## src/rtl/k005297_subclk_stopreq_pkg.sv

```systemverilog
// Shared types and helpers for the subclock stop-request requester.
package k005297_subclk_stopreq_pkg;

    typedef enum logic [1:0] {
        ST_IDLE      = 2'd0,
        ST_WAIT_RUN  = 2'd1,
        ST_RUN       = 2'd2,
        ST_WAIT_STOP = 2'd3
    } state_t;

    localparam int ROT20_SLOTS = 20;

    // The rotator is one-cold: slot k is live when its bit is low.
    function automatic logic rot20_slot_active(input logic [ROT20_SLOTS-1:0] rot20_n,
                                               input logic [4:0]             slot);
        return ~rot20_n[slot];
    endfunction

endpackage

```

## src/rtl/k005297_ack_timer.sv

```systemverilog
// Saturating acknowledge-timeout counter; expiry flags the step that reaches all-ones.
module k005297_ack_timer #(
    parameter int TMO_W = 8
) (
    input  logic i_MCLK,
    input  logic i_MRST_n,
    input  logic clr,
    input  logic en,
    output logic expiry
);

    localparam logic [TMO_W-1:0] ALL_ONES = '1;

    logic [TMO_W-1:0] count;

    always_ff @(posedge i_MCLK or negedge i_MRST_n) begin
        if (!i_MRST_n) begin
            count <= '0;
        end else if (clr) begin
            count <= '0;
        end else if (en && (count != ALL_ONES)) begin
            count <= count + TMO_W'(1);
        end
    end

    // High one step early so the owner can act on the edge that saturates the count.
    assign expiry = (count >= (ALL_ONES - TMO_W'(1)));

endmodule

```

## src/rtl/k005297_subclk_stopreq.sv

```systemverilog
// Requester side of the 2 MHz subclock start/stop handshake with frame-counted bursts.
//
// state        | meaning
// ST_IDLE      | stop requested, waiting for a start command
// ST_WAIT_RUN  | stop released, waiting for the subclock to report running
// ST_RUN       | subclock running, counting slot-STOP_SLOT frame boundaries
// ST_WAIT_STOP | stop requested, waiting for the subclock to report stopped
module k005297_subclk_stopreq
    import k005297_subclk_stopreq_pkg::*;
#(
    parameter int LEN_W     = 10,
    parameter int TMO_W     = 8,
    parameter int STOP_SLOT = 19
) (
    input  logic                   i_MCLK,
    input  logic                   i_MRST_n,
    input  logic                   i_CLK4M_PCEN_n,
    input  logic                   i_CLK2M_PCEN_n,
    input  logic [ROT20_SLOTS-1:0] i_ROT20_n,
    input  logic                   i_SYS_RUN_FLAG,
    input  logic                   i_CLK2M_STOP_DLYD_n,
    input  logic                   i_START_n,
    input  logic                   i_ABORT_n,
    input  logic [LEN_W-1:0]       i_LEN,
    output logic                   o_CLK2M_STOPRQ_n,
    output logic                   o_BUSY,
    output logic                   o_DONE,
    output logic                   o_ERR,
    output logic [LEN_W-1:0]       o_FRAME_CNT
);

    localparam logic [4:0] STOP_SLOT_IDX = 5'(STOP_SLOT);

    state_t           state, state_nx;
    logic             stoprq_nx, busy_nx, done_nx, err_nx;
    logic [LEN_W-1:0] frame_nx;
    logic             tmr_clr, tmr_inc, tmr_expiry;
    logic             en4, frame_tick, abort_req;
    logic [LEN_W-1:0] len_eff;

    assign en4        = ~i_CLK4M_PCEN_n;
    assign frame_tick = ~i_CLK2M_PCEN_n & rot20_slot_active(i_ROT20_n, STOP_SLOT_IDX);
    assign abort_req  = ~i_ABORT_n | ~i_SYS_RUN_FLAG;
    assign len_eff    = (i_LEN == '0) ? LEN_W'(1) : i_LEN;

    k005297_ack_timer #(.TMO_W(TMO_W)) u_ack_timer (
        .i_MCLK   (i_MCLK),
        .i_MRST_n (i_MRST_n),
        .clr      (tmr_clr & en4),
        .en       (tmr_inc & en4),
        .expiry   (tmr_expiry)
    );

    always_comb begin
        state_nx  = state;
        stoprq_nx = o_CLK2M_STOPRQ_n;
        busy_nx   = o_BUSY;
        done_nx   = 1'b0;
        err_nx    = o_ERR;
        frame_nx  = o_FRAME_CNT;
        tmr_clr   = 1'b0;
        tmr_inc   = 1'b0;
        case (state)
            ST_IDLE: begin
                stoprq_nx = 1'b0;
                if (!i_START_n && i_SYS_RUN_FLAG) begin
                    frame_nx  = len_eff;
                    err_nx    = 1'b0;
                    busy_nx   = 1'b1;
                    stoprq_nx = 1'b1;
                    tmr_clr   = 1'b1;
                    state_nx  = ST_WAIT_RUN;
                end
            end
            ST_WAIT_RUN: begin
                if (abort_req) begin
                    stoprq_nx = 1'b0;
                    err_nx    = 1'b1;
                    tmr_clr   = 1'b1;
                    state_nx  = ST_WAIT_STOP;
                end else if (i_CLK2M_STOP_DLYD_n) begin
                    tmr_clr  = 1'b1;
                    state_nx = ST_RUN;
                end else if (tmr_expiry) begin
                    stoprq_nx = 1'b0;
                    err_nx    = 1'b1;
                    tmr_clr   = 1'b1;
                    state_nx  = ST_WAIT_STOP;
                end else begin
                    tmr_inc = 1'b1;
                end
            end
            ST_RUN: begin
                // Abort wins over a coincident final-frame decrement and freezes the count.
                if (abort_req) begin
                    stoprq_nx = 1'b0;
                    err_nx    = 1'b1;
                    tmr_clr   = 1'b1;
                    state_nx  = ST_WAIT_STOP;
                end else if (frame_tick && (o_FRAME_CNT != '0)) begin
                    frame_nx = o_FRAME_CNT - LEN_W'(1);
                    if (o_FRAME_CNT == LEN_W'(1)) begin
                        stoprq_nx = 1'b0;
                        tmr_clr   = 1'b1;
                        state_nx  = ST_WAIT_STOP;
                    end
                end
            end
            ST_WAIT_STOP: begin
                stoprq_nx = 1'b0;
                if (!i_CLK2M_STOP_DLYD_n) begin
                    busy_nx  = 1'b0;
                    done_nx  = ~o_ERR;
                    tmr_clr  = 1'b1;
                    state_nx = ST_IDLE;
                end else if (tmr_expiry) begin
                    err_nx   = 1'b1;
                    busy_nx  = 1'b0;
                    tmr_clr  = 1'b1;
                    state_nx = ST_IDLE;
                end else begin
                    tmr_inc = 1'b1;
                end
            end
            default: begin
                stoprq_nx = 1'b0;
                busy_nx   = 1'b0;
                state_nx  = ST_IDLE;
            end
        endcase
    end

    // Everything advances only on 4 MHz enables, so DONE spans exactly one enable period.
    always_ff @(posedge i_MCLK or negedge i_MRST_n) begin
        if (!i_MRST_n) begin
            state            <= ST_IDLE;
            o_CLK2M_STOPRQ_n <= 1'b0;
            o_BUSY           <= 1'b0;
            o_DONE           <= 1'b0;
            o_ERR            <= 1'b0;
            o_FRAME_CNT      <= '0;
        end else if (en4) begin
            state            <= state_nx;
            o_CLK2M_STOPRQ_n <= stoprq_nx;
            o_BUSY           <= busy_nx;
            o_DONE           <= done_nx;
            o_ERR            <= err_nx;
            o_FRAME_CNT      <= frame_nx;
        end
    end

endmodule
```

## config.mk

```make
export PLATFORM = sky130hd
export DESIGN_NAME = k005297_subclk_stopreq
export DESIGN_NICKNAME = d
export VERILOG_FILES = /design/src/rtl/k005297_subclk_stopreq_pkg.sv /design/src/rtl/k005297_ack_timer.sv /design/src/rtl/k005297_subclk_stopreq.sv
export SDC_FILE = /design/constraint.sdc
export NUM_CORES = 1
export LEC_CHECK = 0
export BUFFER_PORTS_ARGS = -buffer_cell sky130_fd_sc_hd__buf_2
export CORE_UTILIZATION = 35
export DETAILED_ROUTE_END_ITERATION = 16
export GPL_ROUTABILITY_DRIVEN = 0
export PLACE_DENSITY = 0.65
export SLEW_MARGIN = 20
export SYNTH_ARGS = -nofsm -noshare
export SYNTH_HDL_FRONTEND = slang
export SYNTH_SLANG_ARGS = --single-unit
```

## constraint.sdc

```tcl
create_clock -name i_MCLK -period 2.2 [get_ports i_MCLK]
set_clock_uncertainty 0.2 [all_clocks]
set_input_delay 0.55 -clock i_MCLK [delete_from_list [all_inputs] [get_ports i_MCLK]]
set_output_delay 0.55 -clock i_MCLK [all_outputs]
set_load 0.02 [all_outputs]
```

==> results.txt, run 1 <==
----------------------------------------------------
[Status]
  Run status ... finished clean

[Yosys]
  Syn Nets ... 240
  Synth cell types ... 47
  Count of flip-flops with a built-in enable after synthesis ... 0
  Post-synthesis instance area ... around 1600 sq um
  Sequential cell area fraction in the yosys report ... 0.366
  Number of warning messages in the yosys log ... 0
  Synthesized instance count ... 193
  Async S/R FF share, synth ... 1.00
  Flip-flop and latch count after synthesis ... 24
  Cell accounting for the most synthesized area ... sky130_fd_sc_hd__dfrtp_1
  Avg Cell Area, Syn ... 8.51 sq um
  Fraction of synthesized cell area taken by the top area cell type ... 0.366
  Top area cells in the synthesized netlist ... sky130_fd_sc_hd__dfrtp_1, sky130_fd_sc_hd__ha_1, sky130_fd_sc_hd__a21oi_1
  Dominant synthesized flop cell ... sky130_fd_sc_hd__dfrtp_1

[Critical path]
  Critical path arrival ... around 2.1 ns
  Highest-delay cell along the critical path ... sky130_fd_sc_hd__or3_4
  Launching element of the worst setup path ... state[1]$_DFFE_PN0P_
  Buf/Inv on CP ... 1
  Cell class contributing the biggest share of worst-path delay ... simple AND/OR/NAND/NOR gates
  Worst Setup EP ... o_FRAME_CNT[4]$_DFFE_PN0P_
  Number of cells on the worst reg-to-reg path ... 6
  Crit end category ... flop
  Stages on the worst setup path ... 6
  Sequence of cells on the critical path ... inv_1 > ha_2 > or2b_1 > and4_1 > or3_4 > o22a_1
  Category of the worst setup path launch point ... flop
  Setup slack of the worst register-to-register path ... 0.09 ns
  Category of the most critical setup path ... reg2reg
  Launch point of the worst reg-to-reg path ... state[1]$_DFFE_PN0P_
  Capture point of the worst reg-to-reg path ... o_FRAME_CNT[4]$_DFFE_PN0P_
  Slowest stage delay, CP ... 0.43 ns
  Biggest fanout along the worst timing path ... 9
  Endpoint required time on the critical path ... 2.17 ns

[Min path]
  Worst hold path class ... in2async

[STA]
  Number of endpoints with negative hold slack in the final report ... 0
  Final Critical Period ... 2.11 ns
  Crit share post-route ... 0.957
  Count of final setup violators ... 0
  Hold_ws ... 0.0449 ns
  Fin. max-slew vios ... 0
  Maximum clock frequency ... between 400 and 500 MHz
  Worst-case headroom to the max-slew limit ... 0.548
  Least-Margin Pin Slew ... around 0.67 ns

[Finish]
  Final cell area excluding filler cells ... between 2000 and 2500 sq um
  Net count reported at finish ... between 300 and 400
  Area occupied by registers ... 603 sq um
  Final core utilization ... 0.492
  Total inserted antenna cells ... 0
  Fraction of layout instances using a drive strength above 1 ... 0.342
  Number of filler cells placed in the layout ... 455
  Count of placed standard cells in the final layout, fillers left out ... approximately 300
  Area Growth Syn to Fin ... 33.1%
  Combined area of the multi-input logic cells ... 1030 sq um

[Route]
  First DRT Iteration DRCs ... around 120
  Vias ... 1680
  Drt total wl ... 4.25 mm
  Number of remaining DRC errors ... 0
  Routed len/inst ... roughly 14 um
  Average via count per standard cell ... between 5 and 6
  ANT nets after route ... 0
  Drt pass-1 iters ... 4

[Clocking]
  CTS root buf ... sky130_fd_sc_hd__clkbuf_8
  Clock tree from TritonCTS ... yes
  Clock latency on the worst-skew pair ... 0.27 ns
  Clk buf depth ... 2
  Count of hold-fix buffers inserted at cts ... 0
  Number of buffers inserted during clock tree synthesis ... 3
  Clock-pin transition on the worst setup and hold timing paths ... 0.09 ns
  CTS H-Tree Depth ... 1
  Number of clock sinks ... 24

[Power]
  Cell Int Power ... 1.43 mW
  Switching part of the total ... 0.445
  Net switching power of the design ... 1.15 mW
  Worst IR drop on VDD ... 0.461 mV
  Reg power frac ... 0.276
  Clock power share ... 0.108
  Lkg Pwr ... 0.990 nW
  Comb power frac ... 0.617
  Power density relative to cell area ... 1180 nW/um^2

[Global route]
  Maximum number of pins on one net before global-route repair ... 25
  Via count of the first global-routing pass ... 1546
  Global-route met2 utilization ... 0.270
  Total routing usage reported by global routing ... 0.179
  Remaining Overflow, GRT ... 0
  GR met1 Demand/Resource ... 0.264
  First-pass GRT wire length ... 7.09 mm
  Number of antenna violations at the first check in global routing ... 0
  Global-route layer with the greatest usage ... met2
  Global routing usage on met3 ... 0.0245

[Place]
  Cell count after placement ... 304
  Number of port buffers ... 32
  Detailed-placement wirelength estimate ... 3.23 mm
  Placed cell area ... around 2100 sq um

[Die]
  Die Y ... 70.5 um
  Total die area ... 4970 sq um
  Initial cell density of the core ... 0.370
  Core footprint ... between 4000 and 5000 sq um
  Horiz. Die Dim ... 70.5 um
  Row count ... 24
  Boundary pin count ... 52

[Run]
  Maximum Capacitance Violations ... 0

----------------------------------------------------
## state kept, by name (all words and copies together), names as in the netlist
name               count
o_ERR                  1
o_FRAME_CNT           10
o_BUSY                 1
u_ack_timer.count      8
o_DONE                 1
o_CLK2M_STOPRQ_n       1
state                  2
## how the worst min path moves through the flow
stage / slack (ns) / from / end
global placement: 0.26 / o_CLK2M_STOPRQ_n$_DFFE_PN0P_ / o_CLK2M_STOPRQ_n$_DFFE_PN0P_
CTS: 0.08 / i_MRST_n / o_FRAME_CNT[2]$_DFFE_PN0P_
global route: 0.09 / i_MRST_n / o_FRAME_CNT[2]$_DFFE_PN0P_
finish: 0.04 / i_MRST_n / o_CLK2M_STOPRQ_n$_DFFE_PN0P_
detailed placement: 0.26 / o_CLK2M_STOPRQ_n$_DFFE_PN0P_ / o_CLK2M_STOPRQ_n$_DFFE_PN0P_
floorplan: 0.05 / i_MRST_n / o_BUSY$_DFFE_PN0P_
## cell usage in the layout, fill, tap and decap left out, types with 3 or more instances in the layout
master and instances:
sky130_fd_sc_hd__nand2_1 20, sky130_fd_sc_hd__o21ai_0 17, sky130_fd_sc_hd__a21o_1 3, sky130_fd_sc_hd__clkbuf_8 3
sky130_fd_sc_hd__xnor2_1 5, sky130_fd_sc_hd__nor2_1 16, sky130_fd_sc_hd__o31ai_1 3, sky130_fd_sc_hd__nand3_1 4
sky130_fd_sc_hd__inv_1 8, sky130_fd_sc_hd__ha_2 3, sky130_fd_sc_hd__buf_2 32, sky130_fd_sc_hd__nor3_1 9
sky130_fd_sc_hd__nor4_2 3, sky130_fd_sc_hd__a21oi_1 18, sky130_fd_sc_hd__o2bb2ai_1 4, sky130_fd_sc_hd__buf_4 33
sky130_fd_sc_hd__dfrtp_1 22, sky130_fd_sc_hd__ha_1 6
## stage by stage
stage               total power, mW  worst slack [ns]  setup TNS, ns
floorplan                      1.61            0.0172              0
global placement               2.24          -0.00679        -0.0178
detailed placement             2.25           -0.0118        -0.0118
CTS                            2.54            0.0221              0
global route                   2.79           -0.0718         -0.162
finish                         2.57            0.0944              0
## cell type report
cell class / instances / area share
inverters: 9 / 0.0155
well taps: 52 / 0.0298
repair buffers: 65 / 0.187
flip-flops and latches: 24 / 0.276
clock buffers: 4 / 0.0206
multi-input cells: 155 / 0.472
## routing by layer
metal  vias up  share of wire
met1       787           0.51
li1        845              -
met2        44           0.44
met4         0          0.013
met5         -              0
met3         4          0.038
## cells by family after synthesis
group	Yosys count	share of synthesized area
AO/OA/AOI/OAI	62	0.245
buffers and inverters	14	0.0366
XOR/XNOR	5	0.0267
AND/OR/NAND/NOR	79	0.257
flip-flops	24	0.366
adder cells (fa/ha/maj)	9	0.0685
## cells in the mapped netlist (2+ instances only)
library cell	number
sky130_fd_sc_hd__dfrtp_1	24
sky130_fd_sc_hd__nand2_1	20
sky130_fd_sc_hd__a21oi_1	18
sky130_fd_sc_hd__nor2_1	18
sky130_fd_sc_hd__o21ai_0	17
sky130_fd_sc_hd__nor3_1	10
sky130_fd_sc_hd__ha_1	9
sky130_fd_sc_hd__inv_1	9
sky130_fd_sc_hd__nor4_1	5
sky130_fd_sc_hd__xnor2_1	5
sky130_fd_sc_hd__nand3_1	4
sky130_fd_sc_hd__o2bb2ai_1	4
sky130_fd_sc_hd__a21o_1	3
sky130_fd_sc_hd__clkbuf_1	3
sky130_fd_sc_hd__o31ai_1	3
sky130_fd_sc_hd__or3_1	3
sky130_fd_sc_hd__a211oi_1	2
sky130_fd_sc_hd__a31oi_1	2
sky130_fd_sc_hd__and2b_1	2
sky130_fd_sc_hd__and3_1	2
sky130_fd_sc_hd__nand2b_1	2
sky130_fd_sc_hd__o22a_1	2
sky130_fd_sc_hd__or2b_1	2
## worst register-to-register path, stage by stage (launching register included)
cell                      delay [ns]
sky130_fd_sc_hd__dfrtp_1        0.42
sky130_fd_sc_hd__inv_1          0.09
sky130_fd_sc_hd__ha_2           0.18
sky130_fd_sc_hd__or2b_1         0.24
sky130_fd_sc_hd__and4_1         0.22
sky130_fd_sc_hd__or3_4          0.43
sky130_fd_sc_hd__o22a_1         0.23
## repair_timing
action                                  CTS  global route
pin swaps                                 0             1
gates resized for setup                   1            11
endpoints found under the setup margin    1            18
setup buffers                             0             1
## power groups by stage
| stage | Combinational (mW) | Sequential, mW | Clock (mW) |
|---|---|---|---|
| 6_report | 1.59 | 0.710 | 0.277 |
| 5_1_grt | 1.75 | 0.729 | 0.311 |
| 4_1_cts | 1.55 | 0.706 | 0.287 |
| 3_5_place_dp | 1.53 | 0.715 | 0 |
| 3_3_place_gp | 1.53 | 0.711 | 0 |
| 2_1_floorplan | 0.721 | 0.887 | 0 |
(Power assumes the default switching activity.)
==> inputs of run 2 (changes only) <==
--- a/config.mk
+++ b/config.mk
@@ -6,10 +6,10 @@
 export NUM_CORES = 1
 export LEC_CHECK = 0
 export BUFFER_PORTS_ARGS = -buffer_cell sky130_fd_sc_hd__buf_2
-export CORE_UTILIZATION = 35
+export CORE_UTILIZATION = 45
 export DETAILED_ROUTE_END_ITERATION = 16
 export GPL_ROUTABILITY_DRIVEN = 0
-export PLACE_DENSITY = 0.65
+export PLACE_DENSITY = 0.79
 export SLEW_MARGIN = 20
 export SYNTH_ARGS = -nofsm -noshare
 export SYNTH_HDL_FRONTEND = slang
==> run 2 against run 1 <==
Net effect:
- the flow now finishes with violations (negative hold slack)
- fmax is 1.0% lower
- sequential share of layout area increased by 0.40 points
- worst setup slack got worse by 0.022 ns
- sequential power grew 1%
- non-clock buffer count fell by 5
- critical path depth did not move
- critical endpoint unchanged
- largest cell class unchanged
==> results.txt, run 2 (synthesis results as in run 1) <==
----------------------------------------------------
[Critical path]
  Number of cells on the worst reg-to-reg path ... 6 (unchanged)
  Launching element of the worst setup path ... state[0]$_DFFE_PN0P_ (was state[1]$_DFFE_PN0P_)
  Category of the most critical setup path ... reg2reg (unchanged)
  Critical path arrival ... 2.16 ns (was 2.08 ns)
  Biggest fanout along the worst timing path ... 9 (unchanged)
  Launch point of the worst reg-to-reg path ... state[0]$_DFFE_PN0P_ (was state[1]$_DFFE_PN0P_)
  Setup slack of the worst register-to-register path ... 0.07 ns (was 0.09 ns)
  Capture point of the worst reg-to-reg path ... o_FRAME_CNT[4]$_DFFE_PN0P_ (unchanged)
  Category of the worst setup path launch point ... flop (unchanged)
  Crit end category ... flop (unchanged)
  Endpoint required time on the critical path ... 2.23 ns (was 2.17 ns)

[STA]
  Maximum clock frequency ... 470 MHz (was 475 MHz)
  Crit share post-route ... 0.967 (was 0.957)
  Final Critical Period ... 2.13 ns (was 2.11 ns)
  Hold_ws ... -0.0147 ns (was 0.0449 ns)
  Least-Margin Pin Slew ... 0.540 ns (was 0.671 ns)
  Fin. max-slew vios ... 0 (unchanged)
  Minimum setup slack in the final design ... 0.0722 ns (was 0.0944 ns)
  Number of endpoints with negative hold slack in the final report ... 24 (was 0)
  Count of final setup violators ... 0 (unchanged)
  Worst-case headroom to the max-slew limit ... 0.640 (was 0.548)

[Finish]
  Commonest non-fill, non-tap cell in the layout ... sky130_fd_sc_hd__buf_2 (was sky130_fd_sc_hd__buf_4)
  Combined area of the multi-input logic cells ... 1040 sq um (was 1030 sq um)
  Commonest non-fill, non-tap cells in the layout ... sky130_fd_sc_hd__buf_2, sky130_fd_sc_hd__buf_4, sky130_fd_sc_hd__dfrtp_1 (was sky130_fd_sc_hd__buf_4, sky130_fd_sc_hd__buf_2, sky130_fd_sc_hd__dfrtp_1)
  Flip-flop count of the largest register, all copies and words added ... 10 (unchanged)
  Leading registers by flop count ... o_FRAME_CNT x10, u_ack_timer.count x8, state x2 (unchanged)
  Net count reported at finish ... 300 (was 305)
  Area occupied by registers ... 603 sq um (unchanged)
  Most flops, register ... o_FRAME_CNT (unchanged)
  Area Growth Syn to Fin ... 31.2% (was 33.1%)
  Fraction of layout instances using a drive strength above 1 ... 0.333 (was 0.342)
  Final core utilization ... 0.631 (was 0.492)
  Total inserted antenna cells ... 0 (unchanged)
  Number of filler cells placed in the layout ... 284 (was 455)

[Clocking]
  CTS H-Tree Depth ... 1 (unchanged)
  Number of buffers inserted during clock tree synthesis ... 3 (unchanged)
  Clk buf depth ... 2 (unchanged)
  Count of hold-fix buffers inserted at cts ... 0 (unchanged)
  Clock latency on the worst-skew pair ... 0.32 ns (was 0.27 ns)
  Clock tree from TritonCTS ... yes (unchanged)
  CTS root buf ... sky130_fd_sc_hd__clkbuf_4 (was sky130_fd_sc_hd__clkbuf_8)
  Number of clock sinks ... 24 (unchanged)
  Number of buffers added for setup after CTS ... 0 (unchanged)
  Clock-pin transition on the worst setup and hold timing paths ... 0.14 ns (was 0.09 ns)

[Run]
  Maximum Capacitance Violations ... 0 (unchanged)

[Power]
  Total power consumption of the routed design ... 2.58 mW (was 2.57 mW)
  Lkg Pwr ... 0.971 nW (was 0.990 nW)
  Worst IR drop on VDD ... 0.725 mV (was 0.461 mV)
  Power density relative to cell area ... 1200 nW/um^2 (was 1180 nW/um^2)

[Place]
  Worst slack, placed ... -0.0273 ns (was -0.0118 ns)
  Number of port buffers ... 32 (unchanged)
  Detailed-placement wirelength estimate ... 3.18 mm (was 3.23 mm)

[Global route]
  Via count of the first global-routing pass ... 1525 (was 1546)
  Number of antenna violations at the first check in global routing ... 0 (unchanged)
  Total routing usage reported by global routing ... 0.224 (was 0.179)
  Maximum number of pins on one net before global-route repair ... 25 (unchanged)
  First-pass GRT wire length ... 7.00 mm (was 7.09 mm)
  Remaining Overflow, GRT ... 0 (unchanged)

[Route]
  Drt pass-1 iters ... 4 (unchanged)
  Average via count per standard cell ... 5.71 (was 5.44)
  Drt total wl ... 4.22 mm (was 4.25 mm)
  Routed len/inst ... 14.2 um (was 13.8 um)
  ANT nets after route ... 0 (unchanged)
  Vias ... 1701 (was 1680)
  Number of remaining DRC errors ... 0 (unchanged)
  First DRT Iteration DRCs ... 67 (was 123)

[Die]
  Die Y ... 62.4 um (was 70.5 um)
  Row count ... 21 (was 24)
  Horiz. Die Dim ... 62.4 um (was 70.5 um)
  Core footprint ... 3420 sq um (was 4440 sq um)
  Total die area ... 3900 sq um (was 4970 sq um)
  Initial cell density of the core ... 0.481 (was 0.370)
  Boundary pin count ... 52 (unchanged)

[Status]
  Run status ... finished with violations (was finished clean)
  Violated checks ... negative hold slack

[Min path]
  Worst hold path class ... in2async (unchanged)

----------------------------------------------------
-- run 2: how the worst max path moves through the flow --
stage	end	slack, ns
floorplan	o_FRAME_CNT[4]$_DFFE_PN0P_	0.02
global placement	o_FRAME_CNT[4]$_DFFE_PN0P_	-0.02
detailed placement	o_FRAME_CNT[4]$_DFFE_PN0P_	-0.03
CTS	u_ack_timer.count[2]$_DFFE_PN0P_	0.007
global route	u_ack_timer.count[4]$_DFFE_PN0P_	-0.03
finish	o_FRAME_CNT[4]$_DFFE_PN0P_	0.07
-- run 2: critical path, stage by stage (launching register included) --
cell and delay, ns:
sky130_fd_sc_hd__dfrtp_1 0.40, sky130_fd_sc_hd__inv_1 0.11, sky130_fd_sc_hd__ha_2 0.19, sky130_fd_sc_hd__or2b_1 0.24, sky130_fd_sc_hd__and4_1 0.21, sky130_fd_sc_hd__or3_4 0.45
sky130_fd_sc_hd__o22a_1 0.24
-- run 2: through the flow --
step	std cells	setup TNS, ns	instance area, sq um	hold slack [ns]
4_1_cts	299	0	2110	0.00472
3_5_place_dp	295	-0.0273	2060	0.261
3_3_place_gp	295	-0.0172	2060	0.264
5_1_grt	298	-0.0281	2150	0.0144
2_1_floorplan	193	0	1650	0.0544
6_report	298	0	2150	-0.0147
-- run 2: routing by layer --
layer | vias to the layer above | global-route usage | part of all wire
met3 | 3 | 0.0310 | 0.045
met4 | 0 | 0.0901 | 0.0050
met5 | - | 0 | 0
li1 | 835 | - | -
met2 | 49 | 0.365 | 0.49
met1 | 814 | 0.298 | 0.46
-- run 2: repair_timing --
action / 4_1_cts / 5_1_grt
cloned: 0 / 0
pin swaps: 0 / 4
endpoints found under the setup margin: 4 / 18
resized for setup: 1 / 12
-- run 2: layout make-up --
| cell class | instances | share of cell area |
|---|---|---|
| clock buffer | 3 | 0.0105 |
| timing repair buffer | 60 | 0.172 |
| multi-input combinational | 155 | 0.481 |
| tap | 46 | 0.0267 |
| sequential | 24 | 0.280 |
| inverter | 9 | 0.0157 |
| clock inverter | 1 | 0.0139 |
-- run 2: where the power goes --
part | internal (mW) | switching [mW]
combinational | 0.664 | 0.870
clock | 0.184 | 0.141
sequential | 0.583 | 0.134
==> inputs of run 3 (changes only) <==
--- a/config.mk
+++ b/config.mk
@@ -9,7 +9,8 @@
 export CORE_UTILIZATION = 45
 export DETAILED_ROUTE_END_ITERATION = 16
 export GPL_ROUTABILITY_DRIVEN = 0
-export PLACE_DENSITY = 0.79
+export MAX_ROUTING_LAYER = met4
+export PLACE_DENSITY = 0.76
 export SLEW_MARGIN = 20
 export SYNTH_ARGS = -nofsm -noshare
 export SYNTH_HDL_FRONTEND = slang
==> constraint.sdc (replaced) <==
create_clock -name i_MCLK -period 2.7 [get_ports i_MCLK]
set_clock_uncertainty 0.2 [all_clocks]
set_input_delay 0.675 -clock i_MCLK [delete_from_list [all_inputs] [get_ports i_MCLK]]
set_output_delay 0.675 -clock i_MCLK [all_outputs]
set_load 0.02 [all_outputs]
==> run 3 against run 2 <==
Net effect:
- the flow now finishes without violations
- largest power group unchanged
- via count fell by 12%
- design area down 12%
- hold slack improved by 0.14 ns
- first-iteration DRC count decreased by 9.0%
- final cell count fell by 8.1%
- clock power down 42%
- critical endpoint is now u_ack_timer.count[2]$_DFFE_PN0P_
- die area unchanged
==> results.txt, run 3 (synthesis results as in run 1) <==
----------------------------------------------------
[Critical path]
  Crit end category ... flop (unchanged)
  Endpoint required time on the critical path ... 2.70 ns (was 2.23 ns)
  Biggest fanout along the worst timing path ... 8 (was 9)
  Category of the most critical setup path ... reg2reg (unchanged)
  Cell class contributing the biggest share of worst-path delay ... compound AO/OA/AOI/OAI gates (was simple AND/OR/NAND/NOR gates)
  Sequence of cells on the critical path ... inv_1 > ha_1 > nor4b_1 > nand4_2 > a21oi_1 > a32o_1 > nor3_1 (was inv_1 > ha_2 > or2b_1 > and4_1 > or3_4 > o22a_1)
  Setup slack of the worst register-to-register path ... 0.24 ns (was 0.07 ns)
  Worst Setup EP ... u_ack_timer.count[2]$_DFFE_PN0P_ (was o_FRAME_CNT[4]$_DFFE_PN0P_)
  Critical path arrival ... 2.46 ns (was 2.16 ns)
  Number of cells on the worst reg-to-reg path ... 7 (was 6)
  Category of the worst setup path launch point ... flop (unchanged)
  Buf/Inv on CP ... 1 (unchanged)
  Stages on the worst setup path ... 7 (was 6)
  Launching element of the worst setup path ... o_FRAME_CNT[1]$_DFFE_PN0P_ (was state[0]$_DFFE_PN0P_)
  Slowest stage delay, CP ... 0.43 ns (was 0.45 ns)
  Highest-delay cell along the critical path ... sky130_fd_sc_hd__dfrtp_1 (was sky130_fd_sc_hd__or3_4)
  Launch point of the worst reg-to-reg path ... o_FRAME_CNT[1]$_DFFE_PN0P_ (was state[0]$_DFFE_PN0P_)
  Capture point of the worst reg-to-reg path ... u_ack_timer.count[2]$_DFFE_PN0P_ (was o_FRAME_CNT[4]$_DFFE_PN0P_)

[STA]
  Final Critical Period ... 2.46 ns (was 2.13 ns)
  Crit share post-route ... 0.910 (was 0.967)
  Number of endpoints with negative hold slack in the final report ... 0 (was 24)
  Minimum setup slack in the final design ... 0.242 ns (was 0.0722 ns)
  Hold_ws ... 0.125 ns (was -0.0147 ns)
  Worst-case headroom to the max-slew limit ... 0.601 (was 0.640)
  Setup TNS Final ... 0 ns (unchanged)
  Count of final setup violators ... 0 (unchanged)
  Fin. max-slew vios ... 0 (unchanged)
  Least-Margin Pin Slew ... 0.594 ns (was 0.540 ns)
  Setup repair after global routing missed its margin ... no
  Maximum clock frequency ... 407 MHz (was 470 MHz)

[Route]
  Routed len/inst ... 12.8 um (was 14.2 um)
  Number of remaining DRC errors ... 0 (unchanged)
  Drt total wl ... 3.51 mm (was 4.22 mm)
  ANT nets after route ... 0 (unchanged)
  Average via count per standard cell ... 5.49 (was 5.71)
  Vias ... 1504 (was 1701)
  Drt pass-1 iters ... 4 (unchanged)
  First DRT Iteration DRCs ... 61 (was 67)

[Place]
  Detailed-placement wirelength estimate ... 2.68 mm (was 3.18 mm)
  Placed cell area ... 1860 sq um (was 2060 sq um)
  Worst slack, placed ... 0.257 ns (was -0.0273 ns)
  Number of port buffers ... 32 (unchanged)

[Power]
  Clock power share ... 0.107 (was 0.126)
  Cell Int Power ... 0.939 mW (was 1.43 mW)
  Worst IR drop on VDD ... 0.353 mV (was 0.725 mV)
  Power density relative to cell area ... 937 nW/um^2 (was 1200 nW/um^2)
  Switching part of the total ... 0.473 (was 0.444)
  Reg power frac ... 0.348 (was 0.278)
  Net switching power of the design ... 0.842 mW (was 1.15 mW)
  Lkg Pwr ... 0.840 nW (was 0.971 nW)
  Comb power frac ... 0.545 (was 0.595)

[Min path]
  Worst hold path class ... in2async (unchanged)

[Clocking]
  Number of buffers inserted during clock tree synthesis ... 3 (unchanged)
  Clock tree from TritonCTS ... yes (unchanged)
  Clock-pin transition on the worst setup and hold timing paths ... 0.13 ns (was 0.14 ns)
  Number of buffers added for setup after CTS ... 0 (unchanged)
  Resized cells post-CTS ... 0 (was 1)
  Number of clock sinks ... 24 (unchanged)
  Clk buf depth ... 2 (unchanged)
  Count of hold-fix buffers inserted at cts ... 0 (unchanged)
  CTS H-Tree Depth ... 1 (unchanged)
  CTS root buf ... sky130_fd_sc_hd__clkbuf_4 (unchanged)
  Clock latency on the worst-skew pair ... 0.31 ns (was 0.32 ns)

[Die]
  Die Y ... 62.4 um (unchanged)
  Horiz. Die Dim ... 62.4 um (unchanged)
  Boundary pin count ... 52 (unchanged)
  Initial cell density of the core ... 0.481 (unchanged)
  Core footprint ... 3420 sq um (unchanged)
  Row count ... 21 (unchanged)
  Total die area ... 3900 sq um (unchanged)

[Global route]
  Remaining Overflow, GRT ... 0 (unchanged)
  Via count of the first global-routing pass ... 1332 (was 1525)
  Number of antenna violations at the first check in global routing ... 0 (unchanged)
  Total routing usage reported by global routing ... 0.195 (was 0.224)
  Maximum number of pins on one net before global-route repair ... 25 (unchanged)
  First-pass GRT wire length ... 5.93 mm (was 7.00 mm)

[Finish]
  Most flops, register ... o_FRAME_CNT (unchanged)
  Final core utilization ... 0.556 (was 0.631)
  Final cell area excluding filler cells ... 1900 sq um (was 2150 sq um)
  Fraction of layout instances using a drive strength above 1 ... 0.197 (was 0.333)
  Flip-flop count of the largest register, all copies and words added ... 10 (unchanged)
  Commonest non-fill, non-tap cell in the layout ... sky130_fd_sc_hd__buf_2 (unchanged)
  Leading registers by flop count ... o_FRAME_CNT x10, u_ack_timer.count x8, state x2 (unchanged)
  Net count reported at finish ... 276 (was 300)
  Commonest non-fill, non-tap cells in the layout ... sky130_fd_sc_hd__buf_2, sky130_fd_sc_hd__dfrtp_1, sky130_fd_sc_hd__nand2_1 (was sky130_fd_sc_hd__buf_2, sky130_fd_sc_hd__buf_4, sky130_fd_sc_hd__dfrtp_1)
  Number of filler cells placed in the layout ... 322 (was 284)
  Combined area of the multi-input logic cells ... 982 sq um (was 1040 sq um)
  Total inserted antenna cells ... 0 (unchanged)
  Area occupied by registers ... 601 sq um (was 603 sq um)
  Area Growth Syn to Fin ... 15.7% (was 31.2%)

[Status]
  Run status ... finished clean (was finished with violations)

[Run]
  Maximum Capacitance Violations ... 0 (unchanged)

----------------------------------------------------
## run 3: worst min path at each step
stage                            startpoint                               end  cells past startpoint
2_1_floorplan                      i_MRST_n                o_BUSY$_DFFE_PN0P_                      0
3_3_place_gp   o_CLK2M_STOPRQ_n$_DFFE_PN0P_      o_CLK2M_STOPRQ_n$_DFFE_PN0P_                      1
3_5_place_dp   o_CLK2M_STOPRQ_n$_DFFE_PN0P_      o_CLK2M_STOPRQ_n$_DFFE_PN0P_                      1
4_1_cts                            i_MRST_n  u_ack_timer.count[0]$_DFFE_PN0P_                      1
5_1_grt                            i_MRST_n  u_ack_timer.count[0]$_DFFE_PN0P_                      1
6_report                           i_MRST_n  u_ack_timer.count[1]$_DFFE_PN0P_                      1
## run 3: routing by layer
| metal | vias to the layer above | part of all wire | GRT usage |
|---|---|---|---|
| met5 | - | 0 | - |
| li1 | 793 | - | - |
| met3 | 2 | 0.045 | 0.0328 |
| met2 | 33 | 0.45 | 0.288 |
| met1 | 676 | 0.50 | 0.270 |
| met4 | 0 | 0.0054 | 0.0669 |
## run 3: through the flow
stage                     power [mW]  std cells
after floorplan                 1.30        193
after global placement          1.59        270
after detailed placement        1.59        270
after CTS                       1.79        274
after global routing            1.95        274
final                           1.78        274
## run 3: cell type report
type / count / share of cell area
clock buffers: 4 / 0.0191
multi-input cells: 155 / 0.517
well taps: 46 / 0.0303
flip-flops and latches: 24 / 0.316
repair buffers: 36 / 0.100
inverters: 9 / 0.0178
## run 3: power groups by stage
stage | Combinational (mW) | Sequential [mW] | Clock [mW]
after global placement | 0.964 | 0.626 | 0
after floorplan | 0.585 | 0.719 | 0
after global routing | 1.09 | 0.644 | 0.219
final | 0.971 | 0.620 | 0.190
after CTS | 0.969 | 0.619 | 0.197
after detailed placement | 0.964 | 0.627 | 0
